==> config.mk <==
export PLATFORM = sky130hd
export DESIGN_NAME = fb_port_a_loader
export DESIGN_NICKNAME = d
export VERILOG_FILES = /design/src/rtl/fb_pkg.sv /design/src/rtl/fb_addr_counter.sv /design/src/rtl/fb_port_a_loader.sv
export SDC_FILE = /design/constraint.sdc
export NUM_CORES = 1
export LEC_CHECK = 0
export CAP_MARGIN = 10
export CELL_PAD_IN_SITES_DETAIL_PLACEMENT = 0
export CELL_PAD_IN_SITES_GLOBAL_PLACEMENT = 1
export CORE_MARGIN = 2
export CORE_UTILIZATION = 34
export DETAILED_ROUTE_END_ITERATION = 10
export PLACE_DENSITY_LB_ADDON = 0.3
export SYNTH_ARGS = -nofsm -noshare
export SYNTH_HDL_FRONTEND = slang
export SYNTH_SLANG_ARGS = --single-unit
==> constraint.sdc <==
create_clock -name clk -period 2.21 [get_ports clk]
set_input_delay 0.3315 -clock clk [delete_from_list [all_inputs] [get_ports clk]]
set_output_delay 0.3315 -clock clk [all_outputs]
set_load 0.02 [all_outputs]
==> src/rtl/fb_pkg.sv <==
// Shared framebuffer constants and the port-A loader state type.
package fb_pkg;

  localparam int unsigned FB_ADDR_W    = 19;
  localparam int unsigned FB_IMG_W     = 400;
  localparam int unsigned FB_IMG_H     = 400;
  localparam int unsigned FB_DEPTH     = FB_IMG_W * FB_IMG_H;
  localparam int unsigned FB_QUAD_STEP = 100;

  typedef enum logic [1:0] {
    IDLE,
    LOAD,
    VERIFY,
    DONE
  } loader_state_t;

endpackage

==> src/rtl/fb_addr_counter.sv <==
// Byte counter for the framebuffer loader: clear, increment, and a sticky flag
// raised once the LIMIT-th increment has been accepted.
module fb_addr_counter
  import fb_pkg::*;
#(
  parameter int unsigned W     = FB_ADDR_W,
  parameter int unsigned LIMIT = FB_DEPTH
) (
  input  logic         clk,
  input  logic         rst_n,
  input  logic         clr_i,
  input  logic         inc_i,
  output logic [W-1:0] cnt_o,
  output logic         tc_o
);

  logic [W-1:0] cnt_q, cnt_d;
  logic         tc_q, tc_d;

  // The flag is registered on the last increment so LIMIT == 2**W still works.
  always_comb begin
    cnt_d = cnt_q;
    tc_d  = tc_q;
    if (clr_i) begin
      cnt_d = '0;
      tc_d  = 1'b0;
    end else if (inc_i && !tc_q) begin
      cnt_d = cnt_q + W'(1);
      tc_d  = (cnt_q == W'(LIMIT - 1));
    end
  end

  always_ff @(posedge clk or negedge rst_n) begin
    if (!rst_n) begin
      cnt_q <= '0;
      tc_q  <= 1'b0;
    end else begin
      cnt_q <= cnt_d;
      tc_q  <= tc_d;
    end
  end

  assign cnt_o = cnt_q;
  assign tc_o  = tc_q;

endmodule

==> src/rtl/fb_port_a_loader.sv <==
// Streams bytes from a valid/ready source into framebuffer RAM port A.
// Define FB_READBACK_VERIFY_EN to read back and compare every byte after writing it.
module fb_port_a_loader
  import fb_pkg::*;
#(
  parameter int unsigned ADDR_W    = FB_ADDR_W,
  parameter int unsigned BASE_ADDR = 0,
  parameter int unsigned DEPTH     = FB_DEPTH,
  parameter int unsigned RD_LAT    = 2
) (
  input  logic              clk,
  input  logic              rst_n,
  input  logic              start,
  input  logic              abort,
  input  logic [7:0]        in_data,
  input  logic              in_valid,
  output logic              in_ready,
  output logic [ADDR_W-1:0] address_a,
  output logic [7:0]        data_a,
  output logic              wren_a,
  input  logic [7:0]        q_a,
  output logic              busy,
  output logic              done,
  output logic [ADDR_W-1:0] byte_count,
  output logic              error
);

  if (DEPTH == 0 || (longint'(BASE_ADDR) + longint'(DEPTH)) > (longint'(1) << ADDR_W)) begin : g_bad_range
    $error("fb_port_a_loader: image region does not fit in ADDR_W address bits");
  end

  loader_state_t     state_q, state_d;
  logic [ADDR_W-1:0] addr_q, addr_d;
  logic [7:0]        data_q, data_d;
  logic              wren_q, wren_d;
  logic              busy_q, busy_d;
  logic              done_q, done_d;
  logic [ADDR_W-1:0] cnt;
  logic [ADDR_W-1:0] ptr;
  logic              last_seen;
  logic              cnt_clr, cnt_inc;
  logic              fire;
  logic              unused_rd;

  fb_addr_counter #(
    .W     (ADDR_W),
    .LIMIT (DEPTH)
  ) u_cnt (
    .clk   (clk),
    .rst_n (rst_n),
    .clr_i (cnt_clr),
    .inc_i (cnt_inc),
    .cnt_o (cnt),
    .tc_o  (last_seen)
  );

  assign ptr = ADDR_W'(BASE_ADDR) + cnt;

`ifdef FB_READBACK_VERIFY_EN
  localparam int unsigned WAIT_W = (RD_LAT > 1) ? $clog2(RD_LAT) : 1;

  logic [WAIT_W-1:0] wait_q, wait_d;
  logic              chk_q, chk_d;
  logic              err_q, err_d;
  logic [ADDR_W-1:0] err_addr_q, err_addr_d;

  // A pending write blocks the handshake until its readback has been checked.
  assign in_ready  = (state_q == LOAD) && !last_seen && !wren_q;
  assign error     = err_q;
  // err_addr_q is a debug probe only.
  assign unused_rd = ^err_addr_q;
`else
  assign in_ready  = (state_q == LOAD) && !last_seen;
  assign error     = 1'b0;
  assign unused_rd = ^{q_a, (RD_LAT != 0)};
`endif

  assign fire = in_valid && in_ready;

  always_comb begin
    state_d = state_q;
    addr_d  = addr_q;
    data_d  = data_q;
    wren_d  = 1'b0;
    busy_d  = busy_q;
    done_d  = done_q;
    cnt_clr = 1'b0;
    cnt_inc = 1'b0;
`ifdef FB_READBACK_VERIFY_EN
    wait_d     = wait_q;
    chk_d      = 1'b0;
    err_d      = err_q;
    err_addr_d = err_addr_q;
    // q_a now reflects the address held through VERIFY.
    if (chk_q && (q_a != data_q)) begin
      err_d      = 1'b1;
      err_addr_d = addr_q;
    end
`endif
    if (abort) begin
      state_d = IDLE;
      busy_d  = 1'b0;
      done_d  = 1'b0;
    end else begin
      case (state_q)
        IDLE, DONE: begin
          if (start) begin
            state_d = LOAD;
            cnt_clr = 1'b1;
            busy_d  = 1'b1;
            done_d  = 1'b0;
`ifdef FB_READBACK_VERIFY_EN
            err_d   = 1'b0;
`endif
          end
        end
        LOAD: begin
          if (fire) begin
            cnt_inc = 1'b1;
            wren_d  = 1'b1;
            addr_d  = ptr;
            data_d  = in_data;
`ifdef FB_READBACK_VERIFY_EN
          end else if (wren_q) begin
            state_d = VERIFY;
            wait_d  = '0;
`else
          end else if (last_seen) begin
            state_d = DONE;
            busy_d  = 1'b0;
            done_d  = 1'b1;
`endif
          end
        end
`ifdef FB_READBACK_VERIFY_EN
        VERIFY: begin
          if (wait_q == WAIT_W'(RD_LAT - 1)) begin
            chk_d = 1'b1;
            if (last_seen) begin
              state_d = DONE;
              busy_d  = 1'b0;
              done_d  = 1'b1;
            end else begin
              state_d = LOAD;
            end
          end else begin
            wait_d = wait_q + WAIT_W'(1);
          end
        end
`endif
        default: state_d = IDLE;
      endcase
    end
  end

  always_ff @(posedge clk or negedge rst_n) begin
    if (!rst_n) begin
      state_q <= IDLE;
      addr_q  <= ADDR_W'(BASE_ADDR);
      data_q  <= '0;
      wren_q  <= 1'b0;
      busy_q  <= 1'b0;
      done_q  <= 1'b0;
    end else begin
      state_q <= state_d;
      addr_q  <= addr_d;
      data_q  <= data_d;
      wren_q  <= wren_d;
      busy_q  <= busy_d;
      done_q  <= done_d;
    end
  end

`ifdef FB_READBACK_VERIFY_EN
  always_ff @(posedge clk or negedge rst_n) begin
    if (!rst_n) begin
      wait_q     <= '0;
      chk_q      <= 1'b0;
      err_q      <= 1'b0;
      err_addr_q <= '0;
    end else begin
      wait_q     <= wait_d;
      chk_q      <= chk_d;
      err_q      <= err_d;
      err_addr_q <= err_addr_d;
    end
  end
`endif

  assign address_a  = addr_q;
  assign data_a     = data_q;
  assign wren_a     = wren_q;
  assign busy       = busy_q;
  assign done       = done_q;
  assign byte_count = cnt;

endmodule

==> results.yml <==
setup_path:
  cp.arrival_ps: 2300
  reg2reg_from: "state_q[1]"
  crit_path_start_kind: "register"
  r2r_slack_ps: 120
  criticalPathCategory: "reg -> reg"
  critPathRequiredTime_ps: 2420
  critical_path.max_fanout: 6
  cp_slowest_stage_delay_ps: 480
  critical_path.cell_chain: "inv_1 > ha_1 > nand4bb_4 > nor4_1 > nor3b_1 > mux2_2"
  end_kind: "register"
  cp-startpoint: "state_q[1]"
  crit_path_top_delay_cell: "nor4_1"
detailed_routing:
  dr.pass1.iters: 4
  vias: 2000
  postRouteAntennaNets: 0
  drt_iter0_drc: 80
  drc_errors: 0
  wl_um: 5550
  vias_per_cell: 4.88
  wire_per_inst_um: 13.5
floorplanning:
  io_pins: 72
  die_y_um: 86.7
  fp-row-count: 30
  core_um2: 6720
  die_w_um: 86.7
  initial_core_util: 0.346
  die_area_um2: 7510
clock_tree:
  ctsHtreeMaxLevel: 2
  path_clk_slew_ps: 100
  clockBufferDepth: 2
  cts_tree: "yes"
  cts_setup_buffers: 0
  clock_sinks: 52
  cts_inserted_buffers: 5
  clock_latency_ps: 310
  cts-root-buf: "clkbuf_8"
sta:
  rsz0062_at_grt: "false"
  setup_viol_count_final: 0
  finClkSkew_ps: 13.6
  worst_pin_slew_ps: 520
  finalCritPeriodShare: 0.946
  max_freq_mhz: 479
  slew_violations: 0
  min_period_ps: 2090
  max_slew_margin: 0.653
  hold_viol_final: 0
synth:
  synth_area_um2: 2320
  syn_inst: 256
  yosysUniqueCellTypes: 30
  seq_area_frac_synth: 0.560
  ys_warn_count: 0
  syn-num-nets: 281
  ys_ff_latch: 52
  syn_avg_cell_area_um2: 9.08
pwr:
  vdd_drop_max_v: 0.000321
  seq_power_share: 0.536
  switching_share: 0.288
  powerDensity_nw_per_um2: 612
  power_frac_comb: 0.183
  p_leak_nw: 1.46
  power_frac_clock: 0.281
  p_int_mw: 1.40
  p_switching_mw: 0.568
min_path:
  holdCritPathClass: "reg -> reg"
  min_from: "address_a[13]"
run_status:
  status: "finished, final reports clean"
placed_design:
  hpwl_um: 3980
  gp_congestion: 0.805
  port_buffers: 62
  placed_cell_area_um2: 3110
global_routing:
  overflow: 0
  grt_use_total: 0.160
  antenna_found_initial: 0
  grt_pass1_vias: 1889
  grt_max_degree: 26
  grt_first_pass_wirelength_um: 9380
layout:
  design_area_um2: 3220
  final_cell_mix: "nand2_1, clkdlybuf4s50_1, dfrtp_1"
  drive_gt1_frac: 0.0818
  filler_cell_count: 661
  fin_nets: 354
  final_common_cell: "nand2_1"
  final_util: 0.479
  diodes: 0
  area_growth_pct: 38.4
flow_run:
  max_cap_violations: 0
==> cell families after synthesis <==
kind of cell,count (synthesis),synth area share
buf+inv,19,0.0329
fa+ha+maj,4,0.0215
compound gates,22,0.0522
other cells,1,0.00161
simple gates,146,0.284
mux,2,0.00969
xor+xnor,10,0.0377
flops,52,0.560
==> critical path: cells and delay by family (launching register included) <==
| family | cells | cell delay (ps) |
|---|---|---|
| adder cells (fa/ha/maj) | 1 | 220 |
| buffers and inverters | 1 | 70 |
| flip-flops | 1 | 410 |
| multiplexers | 1 | 360 |
| AND/OR/NAND/NOR | 3 | 940 |
==> metrics by stage <==
step	worst slack, ps	TNS [ps]	hold WS [ps]	power, mW	std cells
after floorplan	208	0	35.9	1.24	256
after CTS	63.6	0	487	2.00	410
final	120	0	479	1.97	410
after global routing	10.9	0	507	2.08	410
after global placement	-66.4	-139	336	1.44	401
after detailed placement	-82.3	-233	341	1.44	401
==> routing by layer <==
| layer | GRT usage | routed length, um |
|---|---|---|
| met5 | 0 | 0 |
| met4 | 0.0497 | 71 |
| met3 | 0.0438 | 241 |
| met2 | 0.259 | 2620 |
| met1 | 0.208 | 2610 |
==> cells in the mapped netlist (all sizes together) <==
cell type | count | area, um^2
a21oi | 8 | 40.0
nor3b | 1 | 7.51
nand4 | 7 | 43.8
dfrtp | 52 | 1300
conb | 1 | 3.75
or4 | 2 | 15.0
nand4bb | 1 | 27.5
and2 | 1 | 6.26
clkbuf | 8 | 30.0
nor2 | 20 | 75.1
nor2b | 5 | 31.3
mux2 | 2 | 22.5
nand3 | 4 | 20.0
or3 | 6 | 37.5
ha | 4 | 50.1
nand2b | 1 | 6.26
xnor2 | 9 | 78.8
o21ai | 10 | 50.1
nor3 | 4 | 20.0
buf | 4 | 20.0
nor4 | 6 | 37.5
a211oi | 2 | 15.0
nand2 | 87 | 327
inv | 7 | 26.3
and3 | 1 | 6.26
xor2 | 1 | 8.76
a41oi | 1 | 8.76
a22oi | 1 | 7.51
==> power groups by stage <==
stage | registers [mW] | logic [mW] | clock network, mW
final | 1.05 | 0.361 | 0.554
after global routing | 1.06 | 0.399 | 0.621
after CTS | 1.06 | 0.368 | 0.578
after detailed placement | 1.07 | 0.367 | 0
after global placement | 1.07 | 0.363 | 0
after floorplan | 1.14 | 0.0976 | 0
==> worst paths after layout <==
kind	depth (start not counted)	endpoint
min in group asynchronous	2	address_a[18]
max reg2reg	6	u_cnt.cnt_o[18]
min	2	address_a[13]
min reg2reg	2	address_a[13]
max in group asynchronous	3	data_a[4]
max	6	u_cnt.cnt_o[18]
==> flip-flops by register name (all words and copies together), names as in the netlist <==
name,count
u_cnt.tc_o,1
wren_a,1
address_a,19
done,1
state_q,2
data_a,8
u_cnt.cnt_o,19
busy,1
==> what timing repair did <==
action	in CTS	in global routing
setup endpoints to repair	1	4
hold endpoints to repair	18	0
gates resized for setup	1	1
hold buffers	1	0
==> layout make-up <==
type	instances	area (um^2)	share of cell area
Inverter	7	26.3	0.00817
Multi-Input combinational cell	185	950	0.295
Timing Repair Buffer	78	749	0.233
Clock buffer	6	72.6	0.0226
Tap cell	80	100	0.0311
Sequential cell	52	1300	0.405
Clock inverter	2	16.3	0.00506
No activity file was read; power rests on OpenSTA's default activity.
